File: config.mk
export PLATFORM = sky130hd
export DESIGN_NAME = snn_lif_layer_seq
export DESIGN_NICKNAME = d
export VERILOG_FILES = /design/src/rtl/snn_layer_pkg.sv /design/src/rtl/lif_update_unit.sv /design/src/rtl/snn_lif_layer_seq.sv
export SDC_FILE = /design/constraint.sdc
export NUM_CORES = 1
export LEC_CHECK = 0
export BUFFER_PORTS_ARGS = -buffer_cell sky130_fd_sc_hd__buf_4
export CORE_AREA = 10 10 325 327
export DETAILED_ROUTE_END_ITERATION = 10
export DIE_AREA = 0 0 335 337
export HOLD_SLACK_MARGIN = 0.1
export PLACE_DENSITY = 0.35
export SETUP_SLACK_MARGIN = 0.4
export SYNTH_ARGS = -nofsm -noshare
export SYNTH_HDL_FRONTEND = slang
export SYNTH_HIERARCHICAL = 1
export SYNTH_SLANG_ARGS = --single-unit
File: constraint.sdc
create_clock -name system_clock -period 7.3 [get_ports system_clock]
set_clock_uncertainty 0.2 [all_clocks]
set_input_delay 1.095 -clock system_clock [delete_from_list [all_inputs] [get_ports system_clock]]
set_output_delay 1.095 -clock system_clock [all_outputs]
set_load 0.02 [all_outputs]
File: src/rtl/snn_layer_pkg.sv
// Shared types and helpers for the time-multiplexed LIF layer.
// SNN_LAYER_SATURATE_EN selects saturating membrane narrowing.
package snn_layer_pkg;

    typedef enum logic [1:0] {
        S_IDLE   = 2'd0,
        S_ACCUM  = 2'd1,
        S_UPDATE = 2'd2,
        S_DONE   = 2'd3
    } state_t;

    function automatic int acc_w(input int nbits, input int n_in);
        return nbits + $clog2(n_in) + 2;
    endfunction

    // Narrow a wide signed sum to nbits; caller keeps the low nbits.
    function automatic logic signed [31:0] narrow_sum(
        input logic signed [31:0] s,
        input int                 nbits
    );
`ifdef SNN_LAYER_SATURATE_EN
        logic signed [31:0] hi;
        logic signed [31:0] lo;
        hi = (32'sd1 <<< (nbits - 1)) - 32'sd1;
        lo = -hi - 32'sd1;
        if (s > hi) return hi;
        if (s < lo) return lo;
        return s;
`else
        return s & ((32'sd1 <<< nbits) - 32'sd1);
`endif
    endfunction

endpackage

File: src/rtl/lif_update_unit.sv
// Combinational leak / integrate / threshold / narrow for one neuron.
// Narrowing mode follows SNN_LAYER_SATURATE_EN via snn_layer_pkg.
import snn_layer_pkg::*;

module lif_update_unit #(
    parameter int NBITS = 4,
    parameter int ACC_W = 8
) (
    input  logic [NBITS-1:0]        v,
    input  logic signed [ACC_W-1:0] acc,
    input  logic [NBITS-1:0]        threshold,
    input  logic [NBITS-1:0]        decay,
    output logic                    fire,
    output logic [NBITS-1:0]        v_next
);

    logic signed [ACC_W-1:0] vx;
    logic signed [ACC_W-1:0] dx;
    logic signed [ACC_W-1:0] thx;
    logic signed [ACC_W-1:0] tx;
    logic signed [ACC_W-1:0] leaked;
    logic signed [ACC_W-1:0] sum;
    logic signed [31:0]      nar;

    always_comb begin
        vx     = {{(ACC_W-NBITS){v[NBITS-1]}}, v};
        dx     = {{(ACC_W-NBITS){1'b0}}, decay};
        thx    = {{(ACC_W-NBITS){1'b0}}, threshold};
        tx     = '0;
        leaked = vx;
        // Leak never crosses zero.
        if (vx > 0) begin
            tx     = vx - dx;
            leaked = (tx < 0) ? '0 : tx;
        end else if (vx < 0) begin
            tx     = vx + dx;
            leaked = (tx > 0) ? '0 : tx;
        end
        sum    = leaked + acc;
        fire   = (sum >= thx);
        nar    = narrow_sum(32'(sum), NBITS);
        v_next = nar[NBITS-1:0];
    end

endmodule

File: src/rtl/snn_lif_layer_seq.sv
// Time-multiplexed LIF layer: one synapse per clock, valid/ready timestep.
// Define SNN_LAYER_SATURATE_EN for saturating membrane narrowing.
import snn_layer_pkg::*;

module snn_lif_layer_seq #(
    parameter int NBITS = 4,
    parameter int N_IN  = 24,
    parameter int N_OUT = 8
) (
    input  logic                          system_clock,
    input  logic                          reset,
    input  logic                          step_valid,
    output logic                          step_ready,
    input  logic [N_IN-1:0]               input_spikes,
    input  logic [N_IN*N_OUT*NBITS-1:0]   weights,
    input  logic [NBITS-1:0]              threshold,
    input  logic [NBITS-1:0]              decay,
    input  logic [NBITS-1:0]              refractory_period,
    output logic [N_OUT-1:0]              output_spikes,
    output logic                          out_valid,
    output logic [N_OUT*NBITS-1:0]        membrane_potentials
);

    localparam int ACC_W = acc_w(NBITS, N_IN);
    localparam int IW    = (N_IN  > 1) ? $clog2(N_IN)  : 1;
    localparam int JW    = (N_OUT > 1) ? $clog2(N_OUT) : 1;

    state_t                  state;
    logic [IW-1:0]           i_cnt;
    logic [JW-1:0]           j_cnt;
    logic signed [ACC_W-1:0] acc;
    logic [N_IN-1:0]         spk_lat;
    logic [N_OUT-1:0]        shadow;
    logic [NBITS-1:0]        ref_cnt [N_OUT];

    logic [NBITS-1:0]        w_cur;
    logic signed [ACC_W-1:0] w_ext;
    logic [NBITS-1:0]        v_cur;
    logic                    fire;
    logic [NBITS-1:0]        v_next;

    assign step_ready = (state == S_IDLE);
    assign w_cur = weights[(int'(j_cnt)*N_IN + int'(i_cnt))*NBITS +: NBITS];
    assign w_ext = {{(ACC_W-NBITS){w_cur[NBITS-1]}}, w_cur};
    assign v_cur = membrane_potentials[int'(j_cnt)*NBITS +: NBITS];

    lif_update_unit #(
        .NBITS (NBITS),
        .ACC_W (ACC_W)
    ) u_upd (
        .v         (v_cur),
        .acc       (acc),
        .threshold (threshold),
        .decay     (decay),
        .fire      (fire),
        .v_next    (v_next)
    );

    always_ff @(posedge system_clock or negedge reset) begin
        if (!reset) begin
            state               <= S_IDLE;
            i_cnt               <= '0;
            j_cnt               <= '0;
            acc                 <= '0;
            spk_lat             <= '0;
            shadow              <= '0;
            output_spikes       <= '0;
            out_valid           <= 1'b0;
            membrane_potentials <= '0;
            for (int k = 0; k < N_OUT; k++) ref_cnt[k] <= '0;
        end else begin
            out_valid <= 1'b0;
            unique case (state)
                S_IDLE: begin
                    if (step_valid) begin
                        spk_lat <= input_spikes;
                        i_cnt   <= '0;
                        j_cnt   <= '0;
                        acc     <= '0;
                        state   <= S_ACCUM;
                    end
                end
                S_ACCUM: begin
                    if (spk_lat[i_cnt]) acc <= acc + w_ext;
                    if (i_cnt == IW'(N_IN - 1)) begin
                        state <= S_UPDATE;
                    end else begin
                        i_cnt <= i_cnt + 1'b1;
                    end
                end
                S_UPDATE: begin
                    // Refractory neurons discard their input this step.
                    if (ref_cnt[j_cnt] != '0) begin
                        ref_cnt[j_cnt] <= ref_cnt[j_cnt] - 1'b1;
                        shadow[j_cnt]  <= 1'b0;
                        membrane_potentials[int'(j_cnt)*NBITS +: NBITS] <= '0;
                    end else if (fire) begin
                        ref_cnt[j_cnt] <= refractory_period;
                        shadow[j_cnt]  <= 1'b1;
                        membrane_potentials[int'(j_cnt)*NBITS +: NBITS] <= '0;
                    end else begin
                        shadow[j_cnt]  <= 1'b0;
                        membrane_potentials[int'(j_cnt)*NBITS +: NBITS] <= v_next;
                    end
                    acc   <= '0;
                    i_cnt <= '0;
                    if (j_cnt == JW'(N_OUT - 1)) begin
                        state <= S_DONE;
                    end else begin
                        j_cnt <= j_cnt + 1'b1;
                        state <= S_ACCUM;
                    end
                end
                S_DONE: begin
                    output_spikes <= shadow;
                    out_valid     <= 1'b1;
                    state         <= S_IDLE;
                end
                default: state <= S_IDLE;
            endcase
        end
    end

endmodule

# Word-level counts from Yosys, hierarchy flattened
# Index checks and enable logic that the tools add are counted.
[word_totals]
reg_bits = 126
latch_bits = 0
mem_bits_rw = 0
romBits = 0
inputBits = 807
out_inout_bits = 42
elab_cells = 106
memories = 0
[classes]
addsub = 9
n_mul = 1
div_mod_pow = 0
n_lt_le_gt_ge = 10
eq_ne = 10
n_shift = 5
muxes = 37
n_bitwise = 4
reduce_logical = 13
[ops]
columns = ["cell", "count"]
rows = [
  ["768-bit by 12-bit variable part select with 4-bit output", 1],
  ["32-bit bitwise mux", 4],
  ["32-bit two-way mux", 4],
  ["11-bit two-way mux", 6],
  ["5-bit negation with 33-bit output", 1],
  ["11-bit one-hot mux with 3 select lines", 1],
  ["4-bit by 33-bit variable shift with 32-bit output (first input constant)", 1],
  ["4-bit by 33-bit variable part select with 32-bit output", 1],
  ["4-bit by 33-bit variable part select with 32-bit output (first input constant)", 1],
  ["32-bit by 6-bit variable part select with 4-bit output", 1],
  ["8-bit two-way mux", 2],
  ["5-bit one-hot mux with 3 select lines", 1],
  ["4-bit binary-select mux with 3-bit select", 1],
  ["4-bit demux with 3-bit select", 1],
  ["4-bit two-way mux", 3],
  ["11-bit adder", 1],
  ["11-bit by 4-bit adder with 11-bit output", 1],
  ["11-bit by 5-bit greater-or-equal comparator with 1-bit output", 1],
  ["5-bit two-way mux", 2],
  ["2-bit inequality test (second input constant)", 5],
  ["8-bit by 5-bit adder with 9-bit output", 1],
  ["3-bit AND reduction", 3],
  ["8-bit AND", 1],
  ["4-bit by 1-bit less-than comparator with 1-bit output (second input constant)", 2],
  ["other kinds (33)", 43],
]

# Logic depth before layout (Yosys ltp)
[depth]
depth_word = 11
ltp_mapped = 30
ltp_nobuf = 27

# Modules after synthesis
# Netlist, hierarchy kept.
[by_module_without_submodules]
columns = ["module", "n_inst", "cells_per_inst", "area_each_um2", "seq_area_each_um2"]
rows = [
  ["snn_lif_layer_seq", 1, 935, 12609.6, 3153.0],
  ["lif_update_unit", 1, 123, 930.9, 0.0],
]

# Least setup slack after synthesis
# OpenSTA, ideal clock, no wires.
[synth_timing]
kind = "flip-flop to flip-flop"
from = "reg j_cnt[0]"
to = "reg membrane_potentials[26]"
setup_ps = 83
arrival_ps = 6304
required_ps = 7017
path_slack_ps = 713
stages_incl_launch_ff = 30
n_path_buf = 4
period_less_slack_ps = 6587
path_cell_list = "dfrtp_1 clkbuf_1 buf_2 buf_1 mux4_2 nand2_1 nand2_1 ha_1 inv_1 a21oi_1 o21bai_1 a21oi_1 ha_1 nand2b_1 a31oi_1 ha_1 fa_1 xor2_1 ha_1 nor2b_1 o21ai_0 o2111ai_1 o31a_1 inv_1 nand4_1 nor2_1 and3_1 clkbuf_1 nand2_1 o21ai_0"
[synth_between]
elab_cells_between_ends = 26
cone_classes = "4 x add/sub; 5 x order compare; 4 x shift; 11 x mux; 1 x bitwise; 1 x reduce/logical"
[synth_lines]
columns = ["item", "line_no", "text"]
rows = [
  ["start: declaration", "snn_lif_layer_seq.sv:30", "logic [JW-1:0] j_cnt;"],
  ["start signal: assignment", "snn_lif_layer_seq.sv:110", "j_cnt <= j_cnt + 1'b1;"],
  ["32-bit by 6-bit variable part select with 4-bit output (*)", "snn_lif_layer_seq.sv:45", "assign v_cur = membrane_potentials[int'(j_cnt)*NBITS +: NBITS];"],
  ["net v_cur[1]", "snn_lif_layer_seq.sv:38", "logic [NBITS-1:0] v_cur;"],
  ["4-bit by 5-bit adder with 6-bit output", "lif_update_unit.sv:36", "tx = vx + dx;"],
  ["6-bit by 1-bit > comparator with 1-bit output", "lif_update_unit.sv:37", "leaked = (tx > 0) ? '0 : tx;"],
  ["11-bit two-way mux", "lif_update_unit.sv:37", ""],
  ["11-bit two-way mux", "lif_update_unit.sv:35", "end else if (vx < 0) begin"],
  ["11-bit two-way mux (*)", "lif_update_unit.sv:32", "if (vx > 0) begin"],
  ["11-bit adder (*)", "lif_update_unit.sv:39", "sum = leaked + acc;"],
  ["net v_next[2]", "snn_lif_layer_seq.sv:40", "logic [NBITS-1:0] v_next;"],
  ["11-bit by 5-bit greater-or-equal comparator with 1-bit output (*)", "lif_update_unit.sv:40", "fire = (sum >= thx);"],
  ["net fire", "snn_lif_layer_seq.sv:39", "logic fire;"],
  ["32-bit two-way mux (*)", "snn_lif_layer_seq.sv:97", "end else if (fire) begin"],
  ["32-bit two-way mux (*)", "snn_lif_layer_seq.sv:93", "if (ref_cnt[j_cnt] != '0) begin"],
  ["end signal: indexed assignment", "snn_lif_layer_seq.sv:103", "membrane_potentials[int'(j_cnt)*NBITS +: NBITS] <= v_next;"],
  ["end: declaration", "snn_lif_layer_seq.sv:21", "output logic [N_OUT*NBITS-1:0] membrane_potentials"],
]
# The timed path passes the listed nets; every way through them passes the cells marked *. The select of a mux whose other input is x is not followed.
# A chain may end at the register's enable or synchronous reset.

# Final worst setup path
[layout_timing]
from = "reg j_cnt[0]"
to = "reg acc[10]"
[layout_between]
elab_chain_len = 6
[layout_lines]
columns = ["item", "line_no", "text"]
rows = [
  ["3-bit by 2-bit multiplier with 5-bit output", "snn_lif_layer_seq.sv:43", "assign w_cur = weights[(int'(j_cnt)*N_IN + int'(i_cnt))*NBITS +: NBITS];"],
  ["8-bit by 5-bit adder with 9-bit output", "snn_lif_layer_seq.sv:43", ""],
  ["768-bit by 12-bit variable part select with 4-bit output", "snn_lif_layer_seq.sv:43", ""],
  ["11-bit by 4-bit adder with 11-bit output", "snn_lif_layer_seq.sv:84", "if (spk_lat[i_cnt]) acc <= acc + w_ext;"],
  ["11-bit two-way mux", "snn_lif_layer_seq.sv:84", ""],
  ["11-bit one-hot mux with 3 select lines", "snn_lif_layer_seq.sv:73", "unique case (state)"],
  ["end signal: assignment", "snn_lif_layer_seq.sv:84", ""],
  ["end: declaration", "snn_lif_layer_seq.sv:31", "logic signed [ACC_W-1:0] acc;"],
]
# Every way passes these cells. The select of a mux whose other input is x is not followed.

==> impl_metrics.csv <==
group,metric,value,unit
routing,detail_route.iter0.violations,669,
worst_setup_path,r2r-start,"j_cnt[0]",
routing,dr.pass1.iters,4,
sta,fin_tns_setup,0,ns
final_layout,stdcell_count,3207,
final_layout,regArea,3170,um^2
sta,setup_viol,0,
cts,cts_inserted_buffers,17,
synth,synth_xor_xnor_area_share,1.68,%
synth,synth_edf_count,0,
global_route,grt_pass1_wl,126000,um
worst_setup_path,worstRegToRegCells,22,
die,die_area,113000,um^2
final_layout,multiInputGateArea,9920,um^2
global_route,track_usage,15.9,%
die,die_h,337,um
final_layout,fillerInstances,10800,
final_layout,areaGrowthSynthToFinish,63.5,%
place,dp_hpwl,82800,um
synth,ys.warnings.count,6,
power,power_per_cell_area,317,nW/um^2
worst_setup_path,reg2reg_to,"acc[10]",
final_layout,final_util,22.3,%
global_route,grt_max_degree,64,
place,place_inst,3165,
cts,cts.sinks,126,
min_path,min_to,"ref_cnt[20]",
final_layout,nets,2749,
synth,ys_async_sr_fraction,100,%
sta,drv_slew,0,
final_layout,layout_common_cells,"880 x buf_4, 256 x mux4_2, 121 x nand2_1, 121 x dfrtp_1, 64 x mux2_2",
synth,synth-compound-area-share,8.01,%
final_layout,layout-drive-gt1-share,66.2,%
synth,synthSimpleGateAreaFrac,7.58,%
synth,synth_area,13500,um^2
synth,synth_top_family_by_area,"multiplexers",
cts,path_clk_slew,0.07,ns
routing,wl_per_cell,29.1,um
cts,cts_max_level,4,
global_route,first_global_vias,15500,
routing,vias_per_cell,4.25,
sta,hold_viol_final,0,
die,die_w,335,um
routing,drtAntennaViolNets,0,
power,leakage,9.67,nW
worst_setup_path,timing.setup.critical_path_class,"reg2reg",
worst_setup_path,end_kind,"flip-flop",
synth,synth_cell_types,61,
die,core,99300,um^2
sta,min_period,6.44,ns
worst_setup_path,crit_fanout,22,
cts,cts_tree,"built",
sta,worst_pin_slew,0.970,ns
synth,synthesis.nets,1921,
die,initial_utilization,13.6,%
synth,synth_mux_area_share,49.8,%
synth,synth_top_area_share,42.6,%
routing,drt_wl_total,93300,um
final_layout,layout_commonest_cell,"buf_4",
min_path,hold_class,"reg2reg",
worst_setup_path,r2r_setup_slack,0.86,ns
place,gp_congestion,0.895,
global_route,antenna_found_initial,34,
global_route,grt-ovfl-total,0,
sta,period_share,88.3,%
die,row_count,116,
synth,synth_adder_area_share,5.51,%
sta,fmax,155,MHz
synth,ys_seq_area_share,23.3,%
synth,yosys-top-cells-area,"mux4_2 43%, dfrtp_1 23%, mux2_2 5.3%",
run_status,status,"finished, final reports clean",
synth,yosysTopAreaCell,"mux4_2",
cts,cts-root-buf,"clkbuf_16",
routing,vias,13600,
worst_setup_path,startpoint,"j_cnt[0]",
final_layout,postLayoutCellArea,22100,um^2
cts,clock_path_buffers,2,
routing,drc_errors,0,
worst_setup_path,start_kind,"flip-flop",
synth,synth_ff_type,"dfrtp_1",
synth,syn_area_per_cell,12.8,um^2
min_path,min_path_cells,2,
worst_setup_path,critPathArrivalTime,6.56,ns
power,peakVddDrop,176,uV
sta,whs,0.278,ns
place,io_buffer_count,848,
min_path,min_from,"ref_cnt[20]",
synth,syn_inst,1058,
die,ios,849,
place,post_dp_cell_area,21500,um^2
worst_setup_path,required,7.41,ns
synth,synth_seq_cells,126,
sta,rsz0062_at_grt,"no",
cts,clk_latency,0.44,ns
sta,slew_headroom,35.1,%
run,maxCapViolations,0,
[critical path, stage by stage (launching register included)]
cell and delay, ns:
dfrtp_2 0.47, buf_4 0.20, inv_1 0.11, ha_1 0.52
fa_4 0.97, buf_12 0.19, mux4_2 0.33, mux4_2 0.53
nand2_1 0.10, a21oi_1 0.09, a31oi_1 0.20, a21oi_1 0.07
ha_1 0.22, fa_1 0.41, a21o_1 0.22, a21oi_1 0.23
o21bai_1 0.11, a2111oi_0 0.37, or3_1 0.20, o21ai_0 0.13
a21oi_1 0.17, nand4bb_1 0.15, o211ai_1 0.09
[routing by layer]
layer / GRT usage [%] / wire, um / up-vias
met2: 28.2 / 47500 / 655
met5: 0 / 149 / -
met1: 17.8 / 35800 / 6874
li1: - / - / 5987
met4: 4.35 / 2130 / 22
met3: 5.59 / 7760 / 104
[what timing repair did]
action	CTS	global route
setup endpoints to repair	0	49
resized for setup	0	7
endpoints found under the hold margin	0	0
setup buffers	0	0
hold buffers	0	0
[synthesized netlist by cell type (all sizes together), types with 4 or more instances]
library cell and n:
a21o 5, nor2 39, ha 50, o22ai 5
and2 10, a32o 4, o211ai 8, a32oi 4
nand2b 4, a22oi 6, o31ai 6, o21bai 4
dfrtp 126, nand4 5, xor2 11, mux2 64
mux2i 26, nor2b 10, a21oi 34, buf 45
xnor2 15, inv 31, nor3 7, nand3b 5
nand3 16, clkbuf 32, mux4 256, o21ai 52
fa 6, a22o 11, a31oi 7, nand2 121
[where the power goes]
part / internal (W) / switching (W) / leakage, nW / total (W)
clock: 0.000455 / 0.000384 / 0.266 / 0.000840
sequential: 0.000851 / 0.000265 / 1.58 / 0.00112
combinational: 0.00258 / 0.00249 / 7.82 / 0.00507
[layout make-up]
class                      count  area share, %
antenna                       10          0.113
inverter                      31          0.526
tap                         1298           7.34
clock buffer                  18           1.98
clock inverter                14          0.565
sequential                   126           14.3
multi-input combinational    824           44.8
timing repair buffer         886           30.4
[kinds of logic (layout without fill, tap and decap cells)]
logic type                 Yosys count  count (layout)
other                                0              10
buffers and inverters              108             949
adders and majority gates           56              56
xor gates and xnor gates            26              26
AOI/OAI and AO/OA                  167             167
muxes                              346             346
and+or+nand+nor                    229             229
DFF                                126             126
[registers in the layout, indices dropped and copies added (netlist names), named ones only]
name,count
i_cnt,5
state,2
out_valid,1
membrane_potentials,32
j_cnt,3
spk_lat,24
output_spikes,8
acc,11
ref_cnt,32
[how the worst max path moves through the flow]
stage                               to  slack, ns
2_1_floorplan  membrane_potentials[26]       0.71
3_3_place_gp                   acc[10]       0.40
3_5_place_dp    membrane_potentials[8]       0.54
4_1_cts         membrane_potentials[8]       0.52
5_1_grt         membrane_potentials[6]       0.41
6_report                       acc[10]       0.86
[per-stage QoR]
step / setup WS [ns] / total power, W
after floorplan: 0.713 / 0.00446
after global placement: 0.395 / 0.00637
after detailed placement: 0.542 / 0.00636
after CTS: 0.524 / 0.00724
after global routing: 0.406 / 0.00759
final: 0.857 / 0.00703
(Power assumes the default switching activity.)
